**src/rtl/falling_fifo_pkg.sv**
```systemverilog
// -----------------------------------------------------------------------------
// falling_fifo_pkg
// Purpose : shared types for the falling-edge FIFO. It classifies each edge
//           by which transfers (push, pop) were accepted, so the occupancy
//           update reads as a small decode.
// Contents: fifo_op_e   - accepted-transfer classification for one edge
//           classify_op - builds a fifo_op_e from the accepted push/pop bits
// -----------------------------------------------------------------------------
package falling_fifo_pkg;

   typedef enum logic [1:0] {
      OP_HOLD = 2'b00,
      OP_POP  = 2'b01,
      OP_PUSH = 2'b10,
      OP_BOTH = 2'b11
   } fifo_op_e;

   function automatic fifo_op_e classify_op(input logic push_acc, input logic pop_acc);
      return fifo_op_e'({push_acc, pop_acc});
   endfunction

endpackage : falling_fifo_pkg

```
**src/rtl/falling_fifo_reg.sv**
```systemverilog
// -----------------------------------------------------------------------------
// falling_register_param
// Purpose : one FIFO storage word. It is a WIDTH-bit register that loads on the
//           falling clock edge when enabled and clears asynchronously while
//           reset is low.
// Ports   : clock      - clock, active on the falling edge
//           ctrl_reset - asynchronous active-low clear
//           en_i       - load enable
//           d_i        - word to load
//           q_o        - stored word
// -----------------------------------------------------------------------------
module falling_register_param
   import falling_fifo_pkg::*;
#(
   parameter int WIDTH = 5
) (
   input  logic             clock,
   input  logic             ctrl_reset,
   input  logic             en_i,
   input  logic [WIDTH-1:0] d_i,
   output logic [WIDTH-1:0] q_o
);

   logic [WIDTH-1:0] data_q;

   always_ff @(negedge clock or negedge ctrl_reset) begin
      if (!ctrl_reset) begin
         data_q <= '0;
      end else if (en_i) begin
         data_q <= d_i;
      end
   end

   assign q_o = data_q;

endmodule : falling_register_param

```
**src/rtl/falling_fifo.sv**
```systemverilog
// -----------------------------------------------------------------------------
// falling_fifo
// Purpose : a first-word-fall-through FIFO. All state changes happen on the
//           falling clock edge. It has sticky overflow and underflow flags and
//           a synchronous flush.
// Ports   : clock            - sole clock (falling edge active)
//           ctrl_reset       - asynchronous active-low reset
//           ctrl_writeEnable - push request
//           ctrl_readEnable  - pop request
//           ctrl_flush       - synchronous clear of pointers, count and flags
//           data_in          - word to push
//           data_out         - head word, zero when empty
//           count            - occupancy 0..DEPTH
//           empty / full     - occupancy status
//           overflow         - sticky, set by a rejected push
//           underflow        - sticky, set by a rejected pop
// DEPTH must be a power of two (at least 2), so that the pointers wrap
// naturally modulo DEPTH.
// -----------------------------------------------------------------------------
module falling_fifo
   import falling_fifo_pkg::*;
#(
   parameter  int WIDTH = 5,
   parameter  int DEPTH = 8,
   localparam int AW    = $clog2(DEPTH)
) (
   input  logic             clock,
   input  logic             ctrl_reset,
   input  logic             ctrl_writeEnable,
   input  logic             ctrl_readEnable,
   input  logic             ctrl_flush,
   input  logic [WIDTH-1:0] data_in,
   output logic [WIDTH-1:0] data_out,
   output logic [AW:0]      count,
   output logic             empty,
   output logic             full,
   output logic             overflow,
   output logic             underflow
);

   localparam logic [AW:0]   CNT_FULL = (AW+1)'(DEPTH);
   localparam logic [AW:0]   CNT_ONE  = (AW+1)'(1);
   localparam logic [AW-1:0] PTR_ONE  = AW'(1);

   logic [AW-1:0]    wr_ptr_q, wr_ptr_d;
   logic [AW-1:0]    rd_ptr_q, rd_ptr_d;
   logic [AW:0]      count_q, count_d;
   logic             overflow_q, overflow_d;
   logic             underflow_q, underflow_d;
   logic             pop_acc, push_acc;
   fifo_op_e         op;
   logic [DEPTH-1:0] entry_en;
   logic [WIDTH-1:0] mem [DEPTH];

   assign empty = (count_q == '0);
   assign full  = (count_q == CNT_FULL);

   // A push into a full FIFO is still accepted when a pop frees the head slot
   // on the same edge. Flush masks both transfers, so it also gates the
   // storage write enables.
   assign pop_acc  = ctrl_readEnable && !empty && !ctrl_flush;
   assign push_acc = ctrl_writeEnable && (!full || (ctrl_readEnable && !empty)) && !ctrl_flush;
   assign op       = classify_op(push_acc, pop_acc);

   always_comb begin
      wr_ptr_d    = wr_ptr_q;
      rd_ptr_d    = rd_ptr_q;
      count_d     = count_q;
      overflow_d  = overflow_q;
      underflow_d = underflow_q;

      if (ctrl_flush) begin
         wr_ptr_d    = '0;
         rd_ptr_d    = '0;
         count_d     = '0;
         overflow_d  = 1'b0;
         underflow_d = 1'b0;
      end else begin
         if (push_acc) wr_ptr_d = wr_ptr_q + PTR_ONE;
         if (pop_acc)  rd_ptr_d = rd_ptr_q + PTR_ONE;
         unique case (op)
            OP_PUSH: count_d = count_q + CNT_ONE;
            OP_POP:  count_d = count_q - CNT_ONE;
            default: count_d = count_q;
         endcase
         if (ctrl_writeEnable && !push_acc) overflow_d  = 1'b1;
         if (ctrl_readEnable  && !pop_acc)  underflow_d = 1'b1;
      end
   end

   always_ff @(negedge clock or negedge ctrl_reset) begin
      if (!ctrl_reset) begin
         wr_ptr_q    <= '0;
         rd_ptr_q    <= '0;
         count_q     <= '0;
         overflow_q  <= 1'b0;
         underflow_q <= 1'b0;
      end else begin
         wr_ptr_q    <= wr_ptr_d;
         rd_ptr_q    <= rd_ptr_d;
         count_q     <= count_d;
         overflow_q  <= overflow_d;
         underflow_q <= underflow_d;
      end
   end

   for (genvar i = 0; i < DEPTH; i++) begin : g_entry
      assign entry_en[i] = push_acc && (wr_ptr_q == AW'(i));

      falling_register_param #(
         .WIDTH (WIDTH)
      ) u_entry (
         .clock      (clock),
         .ctrl_reset (ctrl_reset),
         .en_i       (entry_en[i]),
         .d_i        (data_in),
         .q_o        (mem[i])
      );
   end

   // The head is visible as soon as it is written. It is forced to zero while
   // empty so that stale words from popped or flushed entries never leak out.
   assign data_out  = empty ? '0 : mem[rd_ptr_q];
   assign count     = count_q;
   assign overflow  = overflow_q;
   assign underflow = underflow_q;

endmodule : falling_fifo

```
**config.mk**
```make
export PLATFORM = sky130hd
export DESIGN_NAME = falling_fifo
export DESIGN_NICKNAME = d
export VERILOG_FILES = /design/src/rtl/falling_fifo_pkg.sv /design/src/rtl/falling_fifo_reg.sv /design/src/rtl/falling_fifo.sv
export SDC_FILE = /design/constraint.sdc
export NUM_CORES = 1
export LEC_CHECK = 0
export CAP_MARGIN = 0
export CORE_MARGIN = 2
export CORE_UTILIZATION = 60
export CTS_CLUSTER_DIAMETER = 120
export CTS_CLUSTER_SIZE = 16
export DETAILED_ROUTE_END_ITERATION = 10
export GPL_TIMING_DRIVEN = 0
export PLACE_DENSITY_LB_ADDON = 0.25
export SYNTH_ARGS = -nofsm -noshare
export SYNTH_HDL_FRONTEND = slang
export SYNTH_HIERARCHICAL = 1
export SYNTH_SLANG_ARGS = --single-unit
```
**constraint.sdc**
```tcl
create_clock -name clock -period 7.1 [get_ports clock]
set_input_delay 1.065 -clock clock [delete_from_list [all_inputs] [get_ports clock]]
set_output_delay 1.065 -clock clock [all_outputs]
set_load 0.01 [all_outputs]
```
==> run_results.csv <==
group,metric,value,unit
die,rows,23,
logic_synthesis,syn_area_per_cell,13.41,um^2
setup_path,reg2reg_from,"count[1]$_DFFE_NN0P_",
cts,clockBufferDepth,2,
timing,final_hold_viol_count,0,
place,hpwl,3778,um
power_and_ir_drop,peakVddDrop,0.0001722,V
place,portBuffers,20,
logic_synthesis,synth_area_leaders,"dfrtn_1 50%, mux2_2 17%, mux4_2 8.7%, ha_1 4.3%, mux2i_1 2.7%",
cts,numCtsBuffers,5,
cells_and_area,drive_above_1_share,30.94,%
cells_and_area,fillers,271,
logic_synthesis,ys_seq_elements,52,
global_routing,grt-busiest-layer,"met2",
setup_path,crit_slowest_cell,"mux4_2",
setup_path,crit_path_start,"rd_ptr_q[0]$_DFFE_NN0P_",
die,coreArea,4086,um^2
global_routing,grt_util_met2,40.42,%
drt,vias,1651,
global_routing,grtUsageTotal,23.34,%
power_and_ir_drop,power_leakage,1.381,nW
drt,drt.antenna.violating_nets,0,
drt,wl_per_cell,19.01,um
setup_path,cp_num_buf_inv,2,
min_path,holdCritStartpoint,"overflow$_DFFE_NN0P_",
global_routing,grt_max_degree,43,
setup_path,r2r_cells,8,
global_routing,grt_pass1_vias,1782,
logic_synthesis,yosysWarnings,6,
logic_synthesis,synthArstFlopShare,100.0,%
global_routing,met1_usage,29.57,%
die,die-width,69.85,um
logic_synthesis,synth_edf_count,0,
min_path,min_to,"overflow$_DFFE_NN0P_",
setup_path,startpoint_type,"flip-flop",
logic_synthesis,synth_area,2601,um^2
logic_synthesis,ys_seq_area_share,50.02,%
timing,whs,442.9,ps
min_path,hold_depth,2,
cts,clk_latency,310,ps
power_and_ir_drop,power.density,317.5,nW/um^2
timing,fin_ws,154.0,ps
timing,fin_tns_setup,0,ps
place,place.gp.congestion,0.8122,
logic_synthesis,yosysUniqueCellTypes,37,
die,start_util,63.66,%
drt,routed_wl,5191,um
setup_path,worstReg2RegEnd,"count[3]$_DFFE_NN0P_",
drt,viasPerCell,6.048,
cts,clock_sinks,52,
global_routing,grt_overflow,0,
global_routing,gr-usage-met3,5.523,%
flow_run,cap_violations,0,
setup_path,crit_chain,"buf_4, mux4_2, mux2i_1, nor2_1, clkdlybuf4s50_1",
cts,htree_levels,2,
setup_path,critical_path.endpoint_type,"output pin",
cells_and_area,final_cell_mix,"52 x dfrtn_1, 40 x mux2_2, 19 x clkdlybuf4s50_1",
logic_synthesis,synth_top_area_cell,"dfrtn_1",
timing,rsz0062_at_grt,"false",
logic_synthesis,syn_nets,213,
timing,setup_viol,0,
min_path,min_path_type,"flip-flop to flip-flop",
timing,maxSlewHeadroom,56.49,%
timing,fin_skew,6.878,ps
logic_synthesis,syn-instance-count,194,
setup_path,crit_arrival,5880,ps
drt,route.detailed.drc,0,
place,post-place-ws,194.3,ps
drt,drtIter0Drc,104,
die,die_area,4878,um^2
die,io_pins,23,
global_routing,grt_pass1_wl,8763,um
cts,clk_pin_slew,60,ps
cells_and_area,mostFrequentLayoutCell,"dfrtn_1",
timing,worst_pin_slew,648.8,ps
drt,drt_first_pass_iters,4,
die,die_h,69.85,um
cells_and_area,area_delta_synth_final,15.10,%
setup_path,crit_family,"buffers and inverters",
logic_synthesis,synth_top_area_share,50.02,%
logic_synthesis,synthFlopType,"dfrtn_1",
setup_path,reg2reg_slack,4460,ps
setup_path,worstPathMaxFanout,10,
timing,drv_slew,0,
global_routing,antenna_found_initial,0,
status,status,"complete, no violations",
cts,clockRootBuffer,"clkbuf_8",
cells_and_area,final_nets,241,
setup_path,crit_path_max_incr_delay,530,ps
setup_path,required,6030,ps
cells_and_area,diodes,0,
cts,cts_tree,"built",
setup_path,crit_type,"flip-flop to output pin",
power by group:
group | total [mW] | leakage (nW) | switching (mW) | internal, mW
Sequential | 0.400 | 0.690 | 0.0402 | 0.360
Combinational | 0.345 | 0.636 | 0.153 | 0.191
Clock | 0.206 | 0.0558 | 0.0991 | 0.107
Total | 0.951 | 1.38 | 0.293 | 0.658
worst max-delay path by stage:
stage / to / slack (ps) / depth (start not counted)
2_1_floorplan: count[3]$_DFFE_NN0P_ / 680 / 7
3_3_place_gp: g_entry[0].u_entry/q_o[2]$_DFFE_NN0P_ / 230 / 1
4_1_cts: data_out[3] / 10 / 5
6_report: data_out[4] / 150 / 5
3_5_place_dp: g_entry[2].u_entry/q_o[2]$_DFFE_NN0P_ / 190 / 6
5_1_grt: data_out[3] / 30 / 5
registers in the layout (all words and copies together), names as in the netlist:
signal               cells
count                    4
g_entry.u_entry/q_o     40
overflow                 1
rd_ptr_q                 3
underflow                1
wr_ptr_q                 3
cell families (layout without fill, tap and decap cells):
| group | Yosys count | in the layout | share of synthesized area [%] |
|---|---|---|---|
| AO/OA/AOI/OAI | 12 | 12 | 3.175 |
| XOR/XNOR | 7 | 7 | 2.357 |
| adder cells (fa/ha/maj) | 9 | 9 | 4.329 |
| buffers and inverters | 15 | 44 | 2.597 |
| flip-flops | 52 | 52 | 50.02 |
| multiplexers | 58 | 58 | 29.24 |
| AND/OR/NAND/NOR | 41 | 41 | 8.274 |
worst reg2reg max path: stages (launching register included):
cell	delay, ps
dfrtn_1	360
buf_6	140
or4_1	530
buf_2	170
and2_4	150
ha_1	310
and3_2	220
o311a_1	320
mux2_4	310
metrics by stage:
step           area [um^2]  cells  power (mW)  utilization (%)
6_report              2994    273      0.9506            73.27
2_1_floorplan         2601    194      0.6165                -
4_1_cts               2990    273      0.9553            73.18
3_3_place_gp          2864    264      0.7251            70.09
5_1_grt               2994    273       1.008            73.27
3_5_place_dp          2879    265      0.7505            70.45
synthesized netlist by cell type, types with 3 or more instances:
cell type   n
a21oi_1     3
and2_1      5
and3_1      3
clkbuf_1    5
dfrtn_1    52
ha_1        9
inv_1       6
mux2_2     40
mux2i_1     7
mux4_2     10
nand2_1     3
nor2_1     17
xnor2_1     4
xor2_1      3
layout make-up:
type,instances,area (um^2),area share [%]
Inverter,6,22.52,0.7522
Buffer,9,48.80,1.630
Sequential cell,52,1301,43.46
Clock inverter,2,38.79,1.295
Multi-Input combinational cell,127,1232,41.16
Timing Repair Buffer,21,215.2,7.188
Tap cell,50,62.56,2.089
Clock buffer,6,72.57,2.424
metal layers:
metal  vias up  share of wire, %
li1        757                 -
met1       852                44
met2        37                52
met3         5               3.9
met4         0              0.94
met5         -                 0
what timing repair did:
action,in CTS,in global routing
hold buffers,0,0
resized for setup,0,4
setup buffers,0,0
setup endpoints to repair,0,5
No activity file was read; power rests on OpenSTA's default activity.
